==> src/rtl/video_timing_generator.sv <==
`default_nettype none
// ============================================================================
// Module   : video_timing_generator
// Purpose  : Pixel coordinates, DE, syncs and one-hot pattern select for the
//            SXGA panel; AUTO_PATTERN_CYCLE_EN adds frame-count auto stepping.
// Revision : 1.0
// ============================================================================
module video_timing_generator #(
  parameter int unsigned H_ACTIVE           = 1280,
  parameter int unsigned H_FP               = 48,
  parameter int unsigned H_SYNC             = 112,
  parameter int unsigned H_BP               = 248,
  parameter int unsigned V_ACTIVE           = 1024,
  parameter int unsigned V_FP               = 1,
  parameter int unsigned V_SYNC             = 3,
  parameter int unsigned V_BP               = 38,
  parameter logic        SYNC_POL           = 1'b1,
  parameter int unsigned FRAMES_PER_PATTERN = 120
) (
  input  logic        Clock,
  input  logic        ResetN,
  input  logic        PatternNext,
  output logic [11:0] x,
  output logic [11:0] y,
  output logic        DE,
  output logic        HSync,
  output logic        VSync,
  output logic        FrameStart,
  output logic [3:0]  ImageState
);

  localparam logic [11:0] c_h_fp     = 12'(H_FP);
  localparam logic [11:0] c_hs_end   = 12'(H_FP + H_SYNC);
  localparam logic [11:0] c_h_blank  = 12'(H_FP + H_SYNC + H_BP);
  localparam logic [11:0] c_h_tot    = 12'(H_FP + H_SYNC + H_BP + H_ACTIVE);
  localparam logic [11:0] c_v_active = 12'(V_ACTIVE);
  localparam logic [11:0] c_vs_start = 12'(V_ACTIVE + V_FP);
  localparam logic [11:0] c_vs_end   = 12'(V_ACTIVE + V_FP + V_SYNC);
  localparam logic [11:0] c_v_tot    = 12'(V_ACTIVE + V_FP + V_SYNC + V_BP);

  localparam logic [0:0] c_idle    = 1'b0;
  localparam logic [0:0] c_pending = 1'b1;

  logic [11:0] r_hcnt;
  logic [11:0] r_vcnt;
  logic        r_run;
  logic [11:0] w_hnext;
  logic [11:0] w_vnext;
  logic        w_hact;
  logic        w_vact;
  logic [0:0]  r_state;
  logic [0:0]  w_state_next;
  logic        w_step;
  logic        w_auto_due;

  // The first clock after reset release presents (0,0) so FrameStart is not lost.
  always_comb begin
    w_hnext = 12'd0;
    w_vnext = 12'd0;
    if (r_run) begin
      if (r_hcnt == c_h_tot - 12'd1) begin
        w_hnext = 12'd0;
        w_vnext = (r_vcnt == c_v_tot - 12'd1) ? 12'd0 : r_vcnt + 12'd1;
      end else begin
        w_hnext = r_hcnt + 12'd1;
        w_vnext = r_vcnt;
      end
    end
  end

  assign w_hact = (w_hnext >= c_h_blank);
  assign w_vact = (w_vnext < c_v_active);

  // Outputs are registered from the next counter values so they line up with the counters.
  always_ff @(posedge Clock or negedge ResetN) begin
    if (!ResetN) begin
      r_run      <= 1'b0;
      r_hcnt     <= 12'd0;
      r_vcnt     <= 12'd0;
      x          <= 12'hfff;
      y          <= 12'hfff;
      DE         <= 1'b0;
      HSync      <= ~SYNC_POL;
      VSync      <= ~SYNC_POL;
      FrameStart <= 1'b0;
    end else begin
      r_run      <= 1'b1;
      r_hcnt     <= w_hnext;
      r_vcnt     <= w_vnext;
      x          <= (w_hact && w_vact) ? (w_hnext - c_h_blank) : 12'hfff;
      y          <= w_vact ? w_vnext : 12'hfff;
      DE         <= w_hact && w_vact;
      HSync      <= ((w_hnext >= c_h_fp) && (w_hnext < c_hs_end)) ? SYNC_POL : ~SYNC_POL;
      VSync      <= ((w_vnext >= c_vs_start) && (w_vnext < c_vs_end)) ? SYNC_POL : ~SYNC_POL;
      FrameStart <= (w_hnext == 12'd0) && (w_vnext == 12'd0);
    end
  end

  always_ff @(posedge Clock or negedge ResetN) begin
    if (!ResetN) begin
      r_state <= c_idle;
    end else begin
      r_state <= w_state_next;
    end
  end

  // A request seen on the FrameStart cycle is applied immediately, so it never goes pending.
  always_comb begin
    w_state_next = r_state;
    case (r_state)
      c_idle:    if (PatternNext && !FrameStart) w_state_next = c_pending;
      c_pending: if (FrameStart) w_state_next = c_idle;
      default:   w_state_next = c_idle;
    endcase
  end

  always_comb begin
    w_step = 1'b0;
    if (FrameStart) begin
      w_step = (r_state == c_pending) || PatternNext || w_auto_due;
    end
  end

`ifdef AUTO_PATTERN_CYCLE_EN
  localparam int unsigned c_fw = (FRAMES_PER_PATTERN > 1) ? $clog2(FRAMES_PER_PATTERN) : 1;
  localparam logic [c_fw-1:0] c_f_last = c_fw'(FRAMES_PER_PATTERN - 1);

  logic [c_fw-1:0] r_fcnt;

  assign w_auto_due = (r_fcnt == c_f_last);

  always_ff @(posedge Clock or negedge ResetN) begin
    if (!ResetN) begin
      r_fcnt <= '0;
    end else if (w_step) begin
      r_fcnt <= '0;
    end else if (FrameStart) begin
      r_fcnt <= r_fcnt + c_fw'(1);
    end
  end
`else
  logic w_unused_fpp;

  assign w_auto_due   = 1'b0;
  assign w_unused_fpp = (FRAMES_PER_PATTERN != 0);
`endif

  always_ff @(posedge Clock or negedge ResetN) begin
    if (!ResetN) begin
      ImageState <= 4'b0001;
    end else if (w_step) begin
      ImageState <= {ImageState[2:0], ImageState[3]};
    end
  end

endmodule
`default_nettype wire

==> config.mk <==
export PLATFORM = sky130hd
export DESIGN_NAME = video_timing_generator
export DESIGN_NICKNAME = d
export VERILOG_FILES = /design/src/rtl/video_timing_generator.sv
export SDC_FILE = /design/constraint.sdc
export NUM_CORES = 1
export LEC_CHECK = 0
export ABC_AREA = 1
export BUFFER_PORTS_ARGS = -buffer_cell sky130_fd_sc_hd__buf_2
export CAP_MARGIN = 15
export CORE_UTILIZATION = 45
export DETAILED_ROUTE_END_ITERATION = 8
export SYNTH_ARGS = -nofsm -noshare
export SYNTH_HDL_FRONTEND = slang
export SYNTH_SLANG_ARGS = --single-unit
==> constraint.sdc <==
create_clock -name Clock -period 3.8 [get_ports Clock]
set_clock_uncertainty 0.15 [all_clocks]
set_input_delay 0.95 -clock Clock [delete_from_list [all_inputs] [get_ports Clock]]
set_output_delay 0.95 -clock Clock [all_outputs]
set_load 0.02 [all_outputs]
==> key figures <==
Yosys
  – Cells after Synth: 410
  – Synth area leader: dfrtp_1
  – Cell Area, Synth: 3210 µm²
  – Synth unique cells: 36
  – Total nets after synthesis: 417
  – Top cells by area, synth: dfrtp_1 (26%), dfstp_2 (20%), nand2_1 (14%), inv_1 (6.9%), nand3_1 (6.1%)
  – Ys Warns: 0
  – Synth top area share: 25.7%
  – Sequential share of the synthesized area: a little under half
  – Post-synthesis register bit count: between 50 and 60
  – Mean Syn Cell Area: between 7 and 8 µm²

Timing
  – Final worst slack: 1.19 ns
  – Least-Margin Pin Slew: 0.817 ns
  – Hold Violations, Final: 0
  – TNS Setup: 0 ns
  – Fin crit share: 68.7%
  – Final Hold Slack: roughly 0.31 ns
  – FMAX: 383 MHz
  – Minimum clock period: 2.61 ns
  – RSZ-0062 raised after global routing: no
  – Max-slew violations: 0
  – Slew headroom: 45.5%
  – Endpoints failing setup: 0

Critical path
  – Worst reg2reg path startpoint: r_hcnt[0]
  – Data required time of the worst path: 3.88 ns
  – CP Launch Point: r_hcnt[0]
  – Reg-to-reg slack, setup: 1.19 ns
  – Crit path max fanout: 13
  – Reg2reg path depth: 15
  – WS Path Type: register to register
  – WP data arrival: about 2.7 ns
  – Worst Setup EP: DE
  – Crit end category: register
  – Reg-to-Reg End: DE
  – Startpoint Class: register

Placement
  – GP Congestion: 0.856
  – Detail Placement HPWL: 5520 µm
  – Dpl cells: approximately 530
  – Pre-CTS setup slack: 1.21 ns
  – PortBufs: 34

Drt
  – DR iter-0 viols: 106
  – Routed wire per std cell: 13.4 µm
  – Vias/cell: approximately 4.8
  – Final ANT Viol Nets: 0
  – Drt drc: 0
  – Routed wire length: roughly 7400 µm
  – Via count: between 2,000 and 3,000
  – Drt pass-1 iters: 5

Clocking
  – Hold_buf cts: 0
  – H-Tree Level Count: 3
  – Clk sink count: 57
  – Post-cts resize count: 0
  – CTS Buffer Depth: 2
  – CTS buffer count: 9
  – Clk Latency, worst-skew pair: around 0.33 ns
  – CTS root buffer: clkbuf_8
  – Setup Fix Bufs, Post-CTS: 0
  – Reg clk slew, reported paths: around 0.07 ns
  – CTS tree: yes

Final layout
  – Fill cells: approximately 670
  – Area grow syn2layout: 14.5%
  – N_diodes: 0
  – Nets: roughly 460
  – Layout cells sized above 1: between 20% and 30%
  – Final cell count without fillers: between 500 and 600
  – Layout Utilization: between 50% and 60%

Floorplan
  – Std-Cell Rows: 30
  – # IOs: 35
  – Starting Density: between 40% and 50%
  – Core Footprint: roughly 6800 µm²
  – Die Y: about 87 µm
  – Total die area: about 7500 µm²
  – Die Width: ~87 µm

Global routing
  – Grt ovf: 0
  – First-pass GRT wire length: ~12,000 µm
  – Vias in the first global route: around 2,600
  – All-Layer GR Usage: 22.0%
  – Initial antenna violation count: 0
  – Largest net degree at the start of global routing: 25

Flow run
  – Max-Cap Viols: 0

Worst hold path
  – Worst Hold Class: register to register

Power and ir drop
  – VDD IR max: about 0.00018 V
  – P_leak: roughly 2 nW
  – Pwr per Cell Area: 370 nW/µm²

Status
  – Run status: complete, no violations
==> stage by stage <==
stage                     total power, mW  instance area (µm²)
after floorplan                     0.721                 3210
after global routing                 1.42                 3680
after detailed placement            0.766                 3460
after global placement              0.763                 3460
after CTS                            1.37                 3680
final                                1.36                 3680
==> power by group <==
group | switching (mW) | leakage [nW] | internal, mW | total (mW)
clock network | 0.251 | 0.105 | 0.355 | 0.607
registers | 0.0198 | 0.696 | 0.634 | 0.654
logic | 0.0684 | 1.20 | 0.0309 | 0.0993
total | 0.340 | 2.00 | 1.02 | 1.36
==> synthesized netlist by cell type (all sizes together) <==
library cell,instances
xor2,9
nand4,11
o211ai,1
o31ai,1
conb,1
nand2,127
buf,8
dfstp,24
o21ai,6
nand3b,4
clkinv,1
nand3,55
or2,1
dfrtp,33
nor2,52
and3,1
o21bai,1
ha,4
nor3,2
a21oi,4
inv,63
o22ai,1
==> worst min path at each step <==
stage / startpoint / end / slack, ns / depth (start not counted)
after floorplan: r_state / r_state / 0.31 / 2
final: FrameStart / r_state / 0.31 / 1
after global placement: FrameStart / r_state / 0.29 / 1
after detailed placement: FrameStart / r_state / 0.30 / 1
after global routing: FrameStart / r_state / 0.34 / 1
after CTS: FrameStart / r_state / 0.31 / 1
==> placed cells by master, fill, tap and decap left out, drive strengths merged <==
cell type,count
nand2,127
and3,1
bufinv,1
inv,63
or2,1
nor2,52
conb,1
nand4,11
o31ai,1
dfrtp,33
nand3b,4
a21oi,4
nor3,2
ha,4
clkinv,2
o21ai,6
clkinvlp,2
xor2,9
o22ai,1
buf,36
clkbuf,12
o21bai,1
dfstp,24
nand3,55
o211ai,1
==> layout make-up <==
cell class | instances | area [µm²] | share of cell area, %
clock buffers | 12 | 165 | 4.49
flip-flops and latches | 57 | 1460 | 39.6
clock inverters | 4 | 50.0 | 1.36
inverters | 64 | 244 | 6.63
repair buffers | 36 | 185 | 5.03
well taps | 96 | 120 | 3.27
multi-input cells | 281 | 1460 | 39.6
==> state kept, by name, indices dropped and copies added (netlist names) <==
register and cells:
DE 1, FrameStart 1, HSync 1, ImageState 4, VSync 1, r_hcnt 12
r_run 1, r_state 1, r_vcnt 12, x 12, y 11
==> worst max-delay path: stages (launching register included) <==
cell and delay (ns):
dfrtp_1 0.42, ha_1 0.25, nand2_2 0.12, nor2_2 0.12
nand3_2 0.13, nand2_4 0.12, inv_4 0.07, nand2_1 0.08
inv_1 0.08, ha_1 0.20, inv_1 0.09, nor2_1 0.05
nand3_1 0.09, nand3_2 0.33, nand2_1 0.16, inv_1 0.05
==> per-layer routing <==
metal / up-vias / share of wire (%) / global-route usage [%]
met1: 1233 / 45 / 27.7
met2: 44 / 51 / 38.2
met5: - / 0 / 0
met4: 0 / 1.1 / 7.27
li1: 1361 / - / -
met3: 7 / 3.1 / 3.81
==> cells by family (layout without fill, tap and decap cells) <==
group | Yosys count | in the layout | synth area share, %
xor+xnor | 9 | 9 | 2.45
buf+inv | 72 | 116 | 9.31
simple gates | 253 | 253 | 38.4
flops | 57 | 57 | 45.3
compound gates | 14 | 14 | 2.84
other cells | 1 | 1 | 0.117
fa+ha+maj | 4 | 4 | 1.56
(Power assumes the default switching activity.)
